File: src/rtl/hex_keypad_scanner.sv
// 4x4 hex keypad scanner: column scan, frame debounce, valid/ack handshake.
// Accepted nibbles shift into data_byte for processor input port i0.
module hex_keypad_scanner #(
  parameter int SCAN_TICKS      = 120_000,
  parameter int DEBOUNCE_FRAMES = 4
) (
  input  logic       clk,
  input  logic       reset,
  output logic [3:0] col_drive,
  input  logic [3:0] row_sense,
  output logic [3:0] key_code,
  output logic       key_valid,
  input  logic       key_ack,
  output logic [7:0] data_byte,
  output logic       overflow
);

  localparam int CW = $clog2(SCAN_TICKS);
  localparam logic [CW-1:0] LAST = CW'(SCAN_TICKS - 1);
  localparam logic [4:0] DF = 5'(DEBOUNCE_FRAMES);

  typedef enum logic [1:0] {
    IDLE,
    PRESS,
    HELD,
    RELEASE
  } state_t;

  state_t        state;
  logic [3:0]    sync1;
  logic [3:0]    sync2;
  logic [CW-1:0] slot_cnt;
  logic [1:0]    col_idx;
  logic [15:0]   acc;
  logic [15:0]   frame_bits;
  logic [3:0]    dc;
  logic [3:0]    cand_k;
  logic [3:0]    hit_idx;
  logic [3:0]    hit_key;
  logic [4:0]    n_down;
  logic [4:0]    dc_nxt;
  logic          slot_end;
  logic          frame_end;
  logic          one_key;
  logic          no_key;
  logic          same_key;
  logic          dc_done;
  logic          accept;

  function automatic logic [3:0] key_map(input logic [3:0] idx);
    logic [3:0] k;
    k = 4'h0;
    unique case (idx)
      4'd0:  k = 4'h1;
      4'd1:  k = 4'h2;
      4'd2:  k = 4'h3;
      4'd3:  k = 4'hA;
      4'd4:  k = 4'h4;
      4'd5:  k = 4'h5;
      4'd6:  k = 4'h6;
      4'd7:  k = 4'hB;
      4'd8:  k = 4'h7;
      4'd9:  k = 4'h8;
      4'd10: k = 4'h9;
      4'd11: k = 4'hC;
      4'd12: k = 4'hE;
      4'd13: k = 4'h0;
      4'd14: k = 4'hF;
      4'd15: k = 4'hD;
    endcase
    return k;
  endfunction

  assign slot_end  = (slot_cnt == LAST);
  assign frame_end = slot_end && (col_idx == 2'd3);

  // Frame view: columns 0..2 from the accumulator, column 3 live.
  always_comb begin
    frame_bits = acc;
    for (int r = 0; r < 4; r++)
      frame_bits[r*4+3] = ~sync2[r];
  end

  always_comb begin
    n_down  = 5'd0;
    hit_idx = 4'd0;
    for (int i = 0; i < 16; i++) begin
      if (frame_bits[i]) begin
        n_down  = n_down + 5'd1;
        hit_idx = 4'(i);
      end
    end
  end

  assign one_key  = (n_down == 5'd1);
  assign no_key   = (n_down == 5'd0);
  assign hit_key  = key_map(hit_idx);
  assign same_key = (hit_key == cand_k);
  assign dc_nxt   = {1'b0, dc} + 5'd1;
  assign dc_done  = (dc_nxt >= DF);

  always_comb begin
    accept = 1'b0;
    if (frame_end && one_key) begin
      unique case (1'b1)
        state == IDLE:  accept = (DF == 5'd1);
        state == PRESS: accept = same_key && dc_done;
        default:        accept = 1'b0;
      endcase
    end
  end

  always_ff @(posedge clk) begin
    if (!reset) begin
      sync1     <= 4'b1111;
      sync2     <= 4'b1111;
      slot_cnt  <= '0;
      col_idx   <= 2'd0;
      col_drive <= 4'b1110;
      acc       <= '0;
      state     <= IDLE;
      dc        <= 4'd0;
      cand_k    <= 4'd0;
      key_code  <= 4'd0;
      key_valid <= 1'b0;
      data_byte <= 8'h00;
      overflow  <= 1'b0;
    end else begin
      sync1 <= row_sense;
      sync2 <= sync1;

      if (slot_end) begin
        slot_cnt  <= '0;
        col_idx   <= col_idx + 2'd1;
        col_drive <= {col_drive[2:0], col_drive[3]};
        if (frame_end)
          acc <= '0;
        else
          for (int r = 0; r < 4; r++)
            acc[r*4+int'(col_idx)] <= ~sync2[r];
      end else begin
        slot_cnt <= slot_cnt + CW'(1);
      end

      if (frame_end) begin
        unique case (state)
          IDLE:
            if (one_key) begin
              cand_k <= hit_key;
              dc     <= 4'd1;
              state  <= (DF == 5'd1) ? HELD : PRESS;
            end
          PRESS:
            if (!one_key) begin
              state <= IDLE;
            end else if (!same_key) begin
              cand_k <= hit_key;
              dc     <= 4'd1;
            end else if (dc_done) begin
              state <= HELD;
            end else begin
              dc <= dc_nxt[3:0];
            end
          HELD:
            if (no_key) begin
              dc    <= 4'd1;
              state <= (DF == 5'd1) ? IDLE : RELEASE;
            end
          RELEASE:
            if (!no_key)
              state <= HELD;
            else if (dc_done)
              state <= IDLE;
            else
              dc <= dc_nxt[3:0];
        endcase
      end

      // An ack landing with a new key consumes the old one.
      if (accept) begin
        key_code  <= hit_key;
        data_byte <= {data_byte[3:0], hit_key};
        key_valid <= 1'b1;
        if (key_valid && !key_ack)
          overflow <= 1'b1;
        else if (key_valid)
          overflow <= 1'b0;
      end else if (key_ack && key_valid) begin
        key_valid <= 1'b0;
        overflow  <= 1'b0;
      end
    end
  end

endmodule

File: config.mk
export PLATFORM = sky130hd
export DESIGN_NAME = hex_keypad_scanner
export DESIGN_NICKNAME = d
export VERILOG_FILES = /design/src/rtl/hex_keypad_scanner.sv
export SDC_FILE = /design/constraint.sdc
export NUM_CORES = 1
export LEC_CHECK = 0
export CORE_MARGIN = 1.5
export CORE_UTILIZATION = 28
export CTS_CLUSTER_DIAMETER = 200
export DETAILED_ROUTE_END_ITERATION = 10
export GPL_TIMING_DRIVEN = 0
export PLACE_DENSITY_LB_ADDON = 0.1
export SYNTH_ARGS = -nofsm -noshare
export SYNTH_HDL_FRONTEND = slang
export SYNTH_SLANG_ARGS = --single-unit
File: constraint.sdc
create_clock -name clk -period 10.55 [get_ports clk]
set_input_delay 1.5825 -clock clk [delete_from_list [all_inputs] [get_ports clk]]
set_output_delay 1.5825 -clock clk [all_outputs]
set_load 0.02 [all_outputs]
**Word level (Yosys, flattened, before mapping)**

Memory sizes are Yosys's and may differ from the RTL's.
Index checks and enable logic that the tools add are counted.

- Register bits after elaboration: 71
- Bits in read-only memories: 64
- Output and inout bits: 18
- Logic and storage cells: 154
- Memories: 1

- $add $sub $neg: 21
- Magnitude comparators: 9
- Eq/ne operators: 16
- Muxes and demuxes: 70
- Bitwise operators: 5
- Reductions and logical operators: 19

Memories:

| memory | words | width | rd ports | clocked after memory_dff | wr ports | RTL line | RTL |
|---|---|---|---|---|---|---|---|
| (name not given) | 16 | 4 | 1 | 0 | 0 | 53 | `unique case (idx)` |

Operator list:

| operator | number |
|---|---|
| two-way mux 4 bit | 23 |
| adder 5 x 1 -> 5 bit, second input constant | 15 |
| two-way mux 5 bit | 15 |
| bitwise mux 16 bit | 4 |
| adder 17 x 1 -> 17 bit, second input constant | 1 |
| equality test 17 bit, second input constant | 1 |
| two-way mux 16 bit | 1 |
| case mux 4 bit (4 select lines) | 1 |
| two-way mux 2 bit | 7 |
| two-way mux 1 bit | 13 |
| demux 1 bit (select 4 bit) | 3 |
| adder 4 x 2 -> 5 bit, first input constant | 2 |
| >= comparator 5 x 1 -> 1 bit, second input constant | 2 |
| < comparator 5 bit, second input constant | 2 |
| != test 2 bit, second input constant | 5 |
| AND reduction 5 bit | 2 |
| logical AND 1 bit | 9 |
| != test 3 bit, second input constant | 3 |
| case mux 2 bit (4 select lines) | 1 |
| case mux 4 bit (2 select lines) | 1 |
| equality test 2 bit, second input constant | 3 |
| AND reduction 6 bit | 1 |
| adder 4 x 1 -> 5 bit, second input constant | 1 |
| equality test 5 x 1 -> 1 bit, second input constant | 1 |
| other kinds (18) | 23 |

**Longest topological paths before layout**

Gate-level depths: netlist (run 1).

- Depth in word-level cells: 36
- Depth in mapped cells: 49

**Least setup slack after synthesis (run 1)**

OpenSTA, ideal clock, no wires.

- Kind: register -> register
- Start point: register acc[0]
- End point: register dc[1]
- Setup time: 0.115 ns
- Data arrival time: 9.550 ns
- Required time: 10.435 ns
- Slack: 0.884 ns
- Cell stages (with the launch flop): 47
- Buffers on the path: 0
- Period minus slack after synthesis: 9.666 ns
- Cells stage by stage: dfxtp_1 -> ha_1 -> or2_2 -> and2_1 -> ha_1 -> mux2_2 -> ha_1 -> mux2_2 -> ha_1 -> o22ai_1 -> nand2_1 -> ha_1 -> nand2b_1 -> o21a_1 -> ha_1 -> mux2i_1 -> a21o_1 -> inv_1 -> [... 11 more ...] -> nand2_1 -> o21a_1 -> o41ai_1 -> ha_1 -> mux2_2 -> ha_1 -> mux2_2 -> ha_1 -> nand2_1 -> a21bo_2 -> ha_1 -> nor2_1 -> nand4_1 -> or2_2 -> nand2b_1 -> mux2_2 -> a21o_1 -> a31o_1

- Cells in the longest elaborated chain, start to end: 34
- Elaborated cells between the ends (all ways): 38
- Those cells by class: add/sub: 15; eq/ne: 5; mux: 16; reduce/logical: 2

RTL lines:

| what | RTL line | RTL |
|---|---|---|
| start: declaration | 34 | `logic [15:0] acc;` |
| start signal: indexed assignment | 140 | `acc[r*4+int'(col_idx)] <= ~sync2[r];` |
| two-way mux 1 bit * | 88 | `if (frame_bits[i]) begin` |
| adder 5 x 1 -> 5 bit | 89 | `n_down = n_down + 5'd1;` |
| two-way mux 5 bit * | 88 |  |
| adder 5 x 1 -> 5 bit | 89 |  |
| two-way mux 5 bit * | 88 |  |
| adder 5 x 1 -> 5 bit | 89 |  |
| two-way mux 5 bit * | 88 |  |
| adder 5 x 1 -> 5 bit | 89 |  |
| [... 18 more ...] | - |  |
| two-way mux 5 bit * | 88 |  |
| adder 5 x 1 -> 5 bit | 89 |  |
| two-way mux 5 bit * | 88 |  |
| adder 5 x 1 -> 5 bit | 89 |  |
| two-way mux 5 bit * | 88 |  |
| equality test 5 x 1 -> 1 bit or zero test 5 bit (tied branches) | 95, 96 |  |
| != test 2 bit (no source line) | - |  |
| AND reduction 5 bit (no source line) * | - |  |
| end signal: assignment | 162 | `dc <= dc_nxt[3:0];` |
| end signal: assignment | 175 | `dc <= dc_nxt[3:0];` |
| end: declaration | 36 | `logic [3:0] dc;` |

Every way passes the cells marked *; elsewhere a longest branch is shown, timed or not.
A chain may end at the register's enable or synchronous reset.

**Worst setup path in the final report (run 1)**

- Start point: register acc[1]
- End point: register dc[1]

- Cells in the longest elaborated chain, start to end: 32
- Elaborated cells between the ends (all ways): 56
- Those cells by class: add/sub: 14; eq/ne: 6; mux: 33; reduce/logical: 2; memory: 1

RTL lines:

| what | RTL line |
|---|---|
| two-way mux 5 bit | 88 |
| adder 5 x 1 -> 5 bit | 89 |
| two-way mux 5 bit | 88 |
| adder 5 x 1 -> 5 bit | 89 |
| two-way mux 5 bit | 88 |
| adder 5 x 1 -> 5 bit | 89 |
| two-way mux 5 bit | 88 |
| adder 5 x 1 -> 5 bit | 89 |
| [... 16 more ...] | - |
| two-way mux 5 bit | 88 |
| adder 5 x 1 -> 5 bit | 89 |
| two-way mux 5 bit | 88 |
| adder 5 x 1 -> 5 bit | 89 |
| two-way mux 5 bit | 88 |
| equality test 5 x 1 -> 1 bit or zero test 5 bit (tied branches) | 95, 96 |
| != test 2 bit (no source line) | - |
| AND reduction 5 bit (no source line) | - |

Several ways; a longest one is shown, not always the timed one. The select of a mux whose other input is x is not followed.

==> impl_metrics.csv, run 1 <==
group,metric,value,unit
run_status,run_status,"finished clean",
route,final_antenna_net_count,0,
clocking,clock-sinks,63,
cells_and_area,nets,608,
synth,ys_seq_area_share,27.95,%
clocking,cts-buffers-inserted,9,
grt,use_met1,17.06,%
clocking,insertion_delay,320,ps
setup_path,crit_type,"reg -> reg",
setup_path,critPathCaptureType,"flop",
grt,grt_pass1_wl,17730,um
route,dr.pass1.iters,4,
worst_hold_path,min_to,"sync2[1]",
setup_path,timing.rr.start,"acc[1]",
clocking,cts-root-buf,"clkbuf_16",
route,drc,0,
synth,synth_fp_nets,567,
floorplanning,core_area,15830,um2
cells_and_area,syn_to_final_growth,20.41,%
setup_path,crit_arrival,10170,ps
cells_and_area,fin_cells,796,
grt,gr-usage-met2,22.56,%
cells_and_area,layout_common_cells,"nand2_1, dfxtp_1, nor2_1",
placed_design,place_congestion,0.7823,
clocking,cts_tree,"built",
sta,period_needed,9956,ps
sta,finClkSkew,3.984,ps
synth,synth_edf_count,0,
floorplanning,die-area,16880,um2
setup_path,cp_max_fo,7,
grt,grt_pass1_vias,3541,
grt,grt_max_degree,11,
floorplanning,dieHeight,129.9,um
sta,whs,408.2,ps
sta,final-hold-violation-count,0,
sta,slew_viol_final,0,
cells_and_area,utilization,34.32,%
route,drt_iter0_drc,114,
synth,netlist_area,4512,um2
sta,relSlewSlack,49.76,%
synth,ys_types,64,
synth,synth.avg_cell_area,8.433,um2
grt,grt_busiest_layer,"met2",
floorplanning,die_x,129.9,um
worst_hold_path,hp-start,"sync1[1]",
synth,ys_ff_latch,63,
clocking,holdBufCountCts,0,
synth,yosys_warnings,0,
synth,synth_cells,535,
placed_design,io_buffers,24,
synth,synth_async_sr_flop_share,0,%
worst_hold_path,hp-class,"reg -> reg",
setup_path,crit_family,"adder cells",
worst_hold_path,min_delay_path_depth,1,
grt,antenna_found_initial,0,
sta,setup_viol,0,
clocking,path_clk_slew,50,ps
floorplanning,boundaryPins,25,
run,maxCapViolations,0,
route,via_per_inst,4.706,
placed_design,placed_cells,775,
pwr,ir_worst_vdd,0.07322,mV
route,routed_wl,10660,um
clocking,htree_levels,3,
sta,tns,0,ps
grt,grt_util_all_layers,13.23,%
clocking,clk_path_buf_depth,2,
cells_and_area,diodes,0,
setup_path,ff2ff_setup_slack,590,ps
sta,fin_crit_sh,94.37,%
route,vias,3746,
setup_path,slowest_stage,"dfxtp_2",
setup_path,cp_common_cell,"ha_1",
floorplanning,row_count,46,
grt,globalRouteMet3Util,1.968,%
synth,synth_ff_type,"dfxtp_1",
placed_design,hpwl,8223,um
setup_path,reg2reg_to,"dc[1]",
route,wl_per_cell,13.39,um
setup_path,critPathBufInv,3,
grt,overflow,0,
sta,max_freq,100.4,MHz
cells_and_area,fillCellCount,1675,
setup_path,reg2reg_depth,47,
pwr,cellLeakagePower,2.165,nW
floorplanning,start_util,28.51,%
setup_path,critPathLaunchType,"flop",
sta,tightest_slew,746.8,ps
cells_and_area,final_layout_size_suffix_gt1_share,11.55,%
setup_path,worst_ep_required_time,10770,ps
cells_and_area,final_common_cell,"nand2_1",
setup_path,critical-path-max-stage-delay,350,ps
pwr,p_per_area,102.5,nW/um2
final cells by class:
type / count / area (um2) / area share [%]
Clock inverter: 4 / 22.52 / 0.4146
Buffer: 25 / 127.6 / 2.349
Sequential cell: 63 / 1264 / 23.26
Multi-Input combinational cell: 429 / 3153 / 58.04
Clock buffer: 11 / 242.7 / 4.468
Inverter: 18 / 67.56 / 1.244
Timing Repair Buffer: 30 / 285.3 / 5.251
Tap cell: 216 / 270.3 / 4.975
worst max path at each step:
stage	startpoint	to	slack (ps)	depth (start not counted)
after global routing	acc[1]	data_byte[4]	-20	48
after global placement	acc[1]	dc[1]	200	46
final	acc[1]	dc[1]	590	47
after floorplan	acc[0]	dc[1]	880	46
after CTS	acc[1]	dc[1]	10	46
after detailed placement	acc[1]	dc[1]	50	46
sequential cells by signal, summed over array words and instances (netlist names):
register   flops
data_byte      5
cand_k         4
sync1          4
key_code       3
col_drive      4
acc           12
dc             4
slot_cnt      17
sync2          4
state          2
key_valid      1
overflow       1
col_idx        2
cell families (layout without fill, tap and decap cells):
logic type | count (synthesis) | count (layout) | share of synthesized area [%]
simple gates | 224 | 224 | 25.37
compound gates | 91 | 91 | 13.48
xor+xnor | 64 | 64 | 16.36
flops | 63 | 63 | 27.95
buf+inv | 43 | 88 | 4.187
fa+ha+maj | 25 | 25 | 6.933
mux | 25 | 25 | 5.713
per-stage QoR:
step / area (um2) / worst slack [ps] / total power, mW
6_report: 5433 / 593.7 / 0.5571
3_3_place_gp: 5022 / 196.5 / 0.2959
3_5_place_dp: 5022 / 52.46 / 0.2967
5_1_grt: 5433 / -17.37 / 0.5854
4_1_cts: 5288 / 11.88 / 0.5645
2_1_floorplan: 4512 / 884.1 / 0.2831
synthesized netlist by cell type (6+ instances only):
| master | number | area, um2 |
|---|---|---|
| nand2_1 | 64 | 240.2 |
| dfxtp_1 | 63 | 1261 |
| nor2_1 | 35 | 131.4 |
| xor2_1 | 26 | 227.7 |
| ha_1 | 25 | 312.8 |
| o21ai_0 | 25 | 125.1 |
| xnor2_1 | 24 | 210.2 |
| nand3_1 | 21 | 105.1 |
| nor2b_1 | 21 | 131.4 |
| a21oi_1 | 19 | 95.09 |
| mux2i_1 | 19 | 190.2 |
| inv_1 | 18 | 67.56 |
| and2_1 | 17 | 106.4 |
| nand2b_1 | 17 | 106.4 |
| clkbuf_1 | 14 | 52.55 |
| nand4_1 | 10 | 62.56 |
| and3_1 | 9 | 56.30 |
| nand3b_1 | 7 | 52.55 |
| nor3_1 | 7 | 35.03 |
| buf_4 | 6 | 45.04 |
| mux2_2 | 6 | 67.56 |
| or2_2 | 6 | 37.54 |
| xnor3_1 | 6 | 135.1 |
layer usage:
metal / share of wire, % / routed length, um
met1: 50 / 5326
met2: 48 / 5099
met3: 1.5 / 162
met4: 0.68 / 72
met5: 0 / 0
what timing repair did:
item,4_1_cts,5_1_grt
buffers inserted,0,5
setup endpoints to repair,0,20
gates resized for setup,0,18
power breakdown:
| part | leakage (nW) | switching (mW) | internal (mW) |
|---|---|---|---|
| Clock | 0.131 | 0.101 | 0.162 |
| Sequential | 0.511 | 0.00155 | 0.241 |
| Combinational | 1.52 | 0.0292 | 0.0227 |
| Total | 2.17 | 0.131 | 0.426 |
(Power assumes the default switching activity.)
==> inputs of run 2 (changes only) <==
--- a/config.mk
+++ b/config.mk
@@ -6,7 +6,7 @@
 export NUM_CORES = 1
 export LEC_CHECK = 0
 export CORE_MARGIN = 1.5
-export CORE_UTILIZATION = 28
+export CORE_UTILIZATION = 58
 export CTS_CLUSTER_DIAMETER = 200
 export DETAILED_ROUTE_END_ITERATION = 10
 export GPL_TIMING_DRIVEN = 0
==> impl_metrics.csv, run 2 (synthesis gave the netlist of run 1 again) <==
group,metric,value,unit
floorplanning,die-area,8317,um2
clocking,holdBufCountCts,0,
pwr,p_per_area,91.18,nW/um2
route,via_per_inst,5.523,
sta,period_needed,10140,ps
clocking,path_clk_slew,70,ps
pwr,ir_worst_vdd,0.08724,mV
cells_and_area,top_register,"slot_cnt",
cells_and_area,layout_common_cells,"nand2_1, dfxtp_1, nor2_1",
floorplanning,start_util,60.90,%
setup_path,startpoint,"acc[1]",
cells_and_area,diodes,0,
cells_and_area,reg.largest.list,"slot_cnt (17), acc (12), data_byte (5)",
grt,grt_max_degree,12,
sta,max_freq,98.58,MHz
route,drt_iter0_drc,125,
setup_path,cp_max_fo,5,
cells_and_area,fillCellCount,645,
route,routed_wl,9166,um
cells_and_area,utilization,69.65,%
setup_path,reg2reg_depth,46,
sta,setup_viol,0,
setup_path,reg2reg_to,"dc[1]",
clocking,cts_tree,"built",
cells_and_area,finalInstanceArea,5160,um2
sta,final-hold-violation-count,0,
clocking,clk_path_buf_depth,2,
placed_design,placed_area,4876,um2
sta,whs,407.4,ps
grt,overflow,0,
sta,tns,0,ps
clocking,cts-root-buf,"clkbuf_8",
setup_path,ff2ff_setup_slack,410,ps
placed_design,io_buffers,24,
clocking,insertion_delay,340,ps
cells_and_area,multi_input_area,3139,um2
setup_path,timing.rr.start,"acc[1]",
route,drc,0,
route,final_antenna_net_count,0,
sta,fin_crit_sh,96.15,%
floorplanning,core_area,7408,um2
setup_path,cp_common_cell,"ha_1",
floorplanning,row_count,31,
setup_path,crit_arrival,10370,ps
clocking,cts-buffers-inserted,9,
cells_and_area,largest_register_ffs,17,
run_status,run_status,"finished clean",
setup_path,worst_ep_required_time,10780,ps
cells_and_area,nets,607,
grt,grt_pass1_wl,16130,um
clocking,clock-sinks,63,
floorplanning,die_x,91.20,um
clocking,htree_levels,3,
floorplanning,dieHeight,91.20,um
worst_hold_path,hp-class,"reg -> reg",
pwr,finalPower,470.5,uW
sta,slew_viol_final,0,
setup_path,critPathCaptureType,"flop",
cells_and_area,regArea,1261,um2
pwr,cellLeakagePower,2.116,nW
grt,grt_pass1_vias,3711,
route,dr.pass1.iters,4,
route,vias,3750,
grt,grt_util_all_layers,23.49,%
setup_path,critPathCapture,"dc[1]",
setup_path,critical-path-max-stage-delay,340,ps
run,maxCapViolations,0,
placed_design,hpwl,6829,um
setup_path,critPathLaunchType,"flop",
setup_path,crit_type,"reg -> reg",
cells_and_area,syn_to_final_growth,14.36,%
setup_path,slowest_stage,"dfxtp_1",
sta,tightest_slew,751.8,ps
sta,finClkSkew,6.103,ps
placed_design,place_congestion,0.8344,
route,wl_per_cell,13.50,um
sta,relSlewSlack,49.42,%
cells_and_area,final_layout_size_suffix_gt1_share,11.21,%
grt,antenna_found_initial,0,
floorplanning,boundaryPins,25,
==> run 2: changes by cell type in the layout (fill, tap and decap cells not counted), moves of 2 or more <==
cell / change
clkbuf_16: -9
clkbuf_8: +8
ha_1: +3
clkinvlp_4: +2
dfxtp_1: +2
dfxtp_2: -2
ha_4: -2
mux2i_2: +2
==> run 2: worst max-delay path: cells and delay by family, from the launching register on <==
| family | cells | cell delay, ps |
|---|---|---|
| fa+ha+maj | 14 | 4000 |
| buf+inv | 1 | 60 |
| mux | 7 | 1810 |
| simple gates | 13 | 2010 |
| flops | 1 | 340 |
| compound gates | 11 | 1770 |
==> run 2: final cells by class <==
class / instances / area share (%)
multi-input cells: 429 / 60.84
clock buffers: 10 / 2.473
plain buffers: 25 / 2.425
flip-flops and latches: 63 / 24.44
well taps: 99 / 2.401
inverters: 18 / 1.309
repair buffers: 29 / 5.383
clock inverters: 6 / 0.7274
==> run 2: worst min path at each step <==
stage | start | end | slack (ps) | cells past startpoint
finish | sync1[0] | sync2[0] | 410 | 1
CTS | sync1[0] | sync2[0] | 410 | 1
detailed placement | sync1[0] | sync2[0] | 390 | 1
global route | sync1[0] | sync2[0] | 430 | 1
global placement | sync1[0] | sync2[0] | 390 | 1
floorplan | sync1[0] | sync2[0] | 390 | 1
==> run 2: metal layers <==
metal / share of wire [%] / up-vias / global-route usage, %
li1: - / 1932 / -
met1: 48 / 1760 / 29.49
met2: 48 / 47 / 40.17
met3: 2.7 / 11 / 4.188
met4: 1.3 / 0 / 8.333
met5: 0 / - / 0
==> run 2: what timing repair did <==
| action | 4_1_cts | 5_1_grt |
|---|---|---|
| endpoints found under the setup margin | 0 | 20 |
| setup buffers | 0 | 5 |
| gates resized for setup | 0 | 16 |
==> run 2: where the power goes <==
group	internal (mW)	switching, mW
clock	0.0837	0.0933
sequential	0.240	0.00153
combinational	0.0228	0.0290
total	0.347	0.124
==> run 2: per-stage QoR <==
step / setup slack [ps] / cells
after detailed placement: 160.8 / 658
after global routing: -92.69 / 679
after floorplan: 884.1 / 535
after global placement: 361.1 / 658
after CTS: 113.5 / 674
final: 405.9 / 679
==> inputs of run 3 (changes only) <==
--- a/config.mk
+++ b/config.mk
@@ -7,9 +7,11 @@
 export LEC_CHECK = 0
 export CORE_MARGIN = 1.5
 export CORE_UTILIZATION = 58
+export CTS_BUF_LIST = sky130_fd_sc_hd__clkbuf_8 sky130_fd_sc_hd__clkbuf_16
 export CTS_CLUSTER_DIAMETER = 200
 export DETAILED_ROUTE_END_ITERATION = 10
 export GPL_TIMING_DRIVEN = 0
+export MAX_ROUTING_LAYER = met4
 export PLACE_DENSITY_LB_ADDON = 0.1
 export SYNTH_ARGS = -nofsm -noshare
 export SYNTH_HDL_FRONTEND = slang
==> impl_metrics.csv, run 3 (synthesis gave the netlist of run 1 again) <==
group,metric,value,unit
floorplanning,row_count,31,
clocking,holdBufCountCts,0,
pwr,cellLeakagePower,2.120,nW
floorplanning,die-area,8317,um2
grt,grt_util_all_layers,24.16,%
route,drc,0,
sta,relSlewSlack,50.27,%
placed_design,io_buffers,24,
grt,grt_busiest_layer,"met2",
cells_and_area,layout_common_cells,"nand2_1, dfxtp_1, nor2_1",
placed_design,placed_area,4876,um2
clocking,insertion_delay,340,ps
grt,overflow,0,
floorplanning,core_area,7408,um2
clocking,clk_path_buf_depth,2,
grt,grt_pass1_vias,3717,
run,maxCapViolations,0,
cells_and_area,top_register,"slot_cnt",
grt,grt_pass1_wl,16130,um
sta,setup_viol,0,
pwr,ir_worst_vdd,0.08662,mV
pwr,p_per_area,90.91,nW/um2
setup_path,crit_arrival,10370,ps
grt,grt_max_degree,12,
sta,tightest_slew,739.1,ps
cells_and_area,nets,607,
placed_design,place_congestion,0.8473,
route,dr.pass1.iters,4,
clocking,cts-buffers-inserted,9,
setup_path,slowest_stage,"dfxtp_1",
floorplanning,die_x,91.20,um
route,via_per_inst,5.520,
sta,final-hold-violation-count,0,
floorplanning,boundaryPins,25,
grt,use_met1,29.59,%
setup_path,cp_common_cell,"ha_1",
cells_and_area,reg.largest.list,"slot_cnt (17), acc (12), data_byte (5)",
clocking,path_clk_slew,70,ps
setup_path,cp_max_fo,5,
run_status,run_status,"finished clean",
route,wl_per_cell,13.53,um
cells_and_area,final_layout_size_suffix_gt1_share,11.21,%
clocking,clock-sinks,63,
sta,period_needed,10150,ps
sta,slew_viol_final,0,
setup_path,crit_type,"reg -> reg",
route,vias,3748,
cells_and_area,syn_to_final_growth,14.36,%
cells_and_area,finalInstanceArea,5160,um2
clocking,cts_tree,"built",
route,drt_iter0_drc,121,
setup_path,critPathLaunchType,"flop",
sta,max_freq,98.54,MHz
placed_design,hpwl,6829,um
cells_and_area,diodes,0,
sta,finClkSkew,6.799,ps
grt,gr-usage-met2,40.17,%
grt,antenna_found_initial,0,
route,final_antenna_net_count,0,
clocking,htree_levels,3,
clocking,cts-root-buf,"clkbuf_8",
worst_hold_path,hp-class,"reg -> reg",
setup_path,critPathCaptureType,"flop",
floorplanning,start_util,60.90,%
setup_path,worst_ep_required_time,10780,ps
floorplanning,dieHeight,91.20,um
route,routed_wl,9185,um
cells_and_area,largest_register_ffs,17,
setup_path,critical-path-max-stage-delay,340,ps
sta,tns,0,ps
grt,globalRouteMet3Util,3.518,%
sta,fin_crit_sh,96.19,%
pwr,finalPower,469.1,uW
[run 3: changes by cell type in the layout (fill, tap and decap cells not counted)]
cell,delta
inv_1,+1
clkbuf_1,-1
[run 3: layout make-up]
type	instances	area (um2)
clock inverter	7	41.29
fill	645	2248
buffer	25	125.1
sequential	63	1261
multi-input combinational	429	3139
inverter	18	67.56
clock buffer	9	123.9
timing repair buffer	29	277.8
tap	99	123.9
[run 3: per-layer routing]
metal	routed length, um	vias up	share of wire [%]
li1	-	1930	-
met1	4448	1757	48
met2	4439	49	48
met3	185	12	2.0
met4	112	0	1.2
met5	0	-	0
[run 3: per-stage QoR]
stage	setup WS, ps	hold slack [ps]	instances	util [%]
after detailed placement	160.8	393.3	658	65.82
after global routing	-92.60	428.1	679	69.65
after CTS	113.5	409.6	674	68.05
after global placement	361.1	390.0	658	65.82
final	402.0	407.6	679	69.65
after floorplan	884.1	386.3	535	-
[run 3: path summary, 6_finish.rpt]
check	slack, ps	start	cells past startpoint	end
setup reg to reg	400	acc[1]	46	dc[1]
setup / recovery	400	acc[1]	46	dc[1]
hold reg to reg	410	sync1[0]	1	sync2[0]
hold / removal	410	sync1[0]	1	sync2[0]
[run 3: repair_timing]
| item | in CTS | in global routing |
|---|---|---|
| setup endpoints to repair | 0 | 20 |
| resized for setup | 0 | 16 |
| buffers inserted | 0 | 5 |
[run 3: power breakdown]
part	internal, mW	switching [mW]
logic	0.0228	0.0291
registers	0.240	0.00152
clock network	0.0828	0.0927
total	0.346	0.123
[run 3: critical path, delay by kind of cell, from the launching register on]
family | cells | cell delay, ps
fa+ha+maj | 14 | 4000
simple gates | 13 | 2010
mux | 7 | 1810
compound gates | 11 | 1770
flops | 1 | 340
buf+inv | 1 | 60
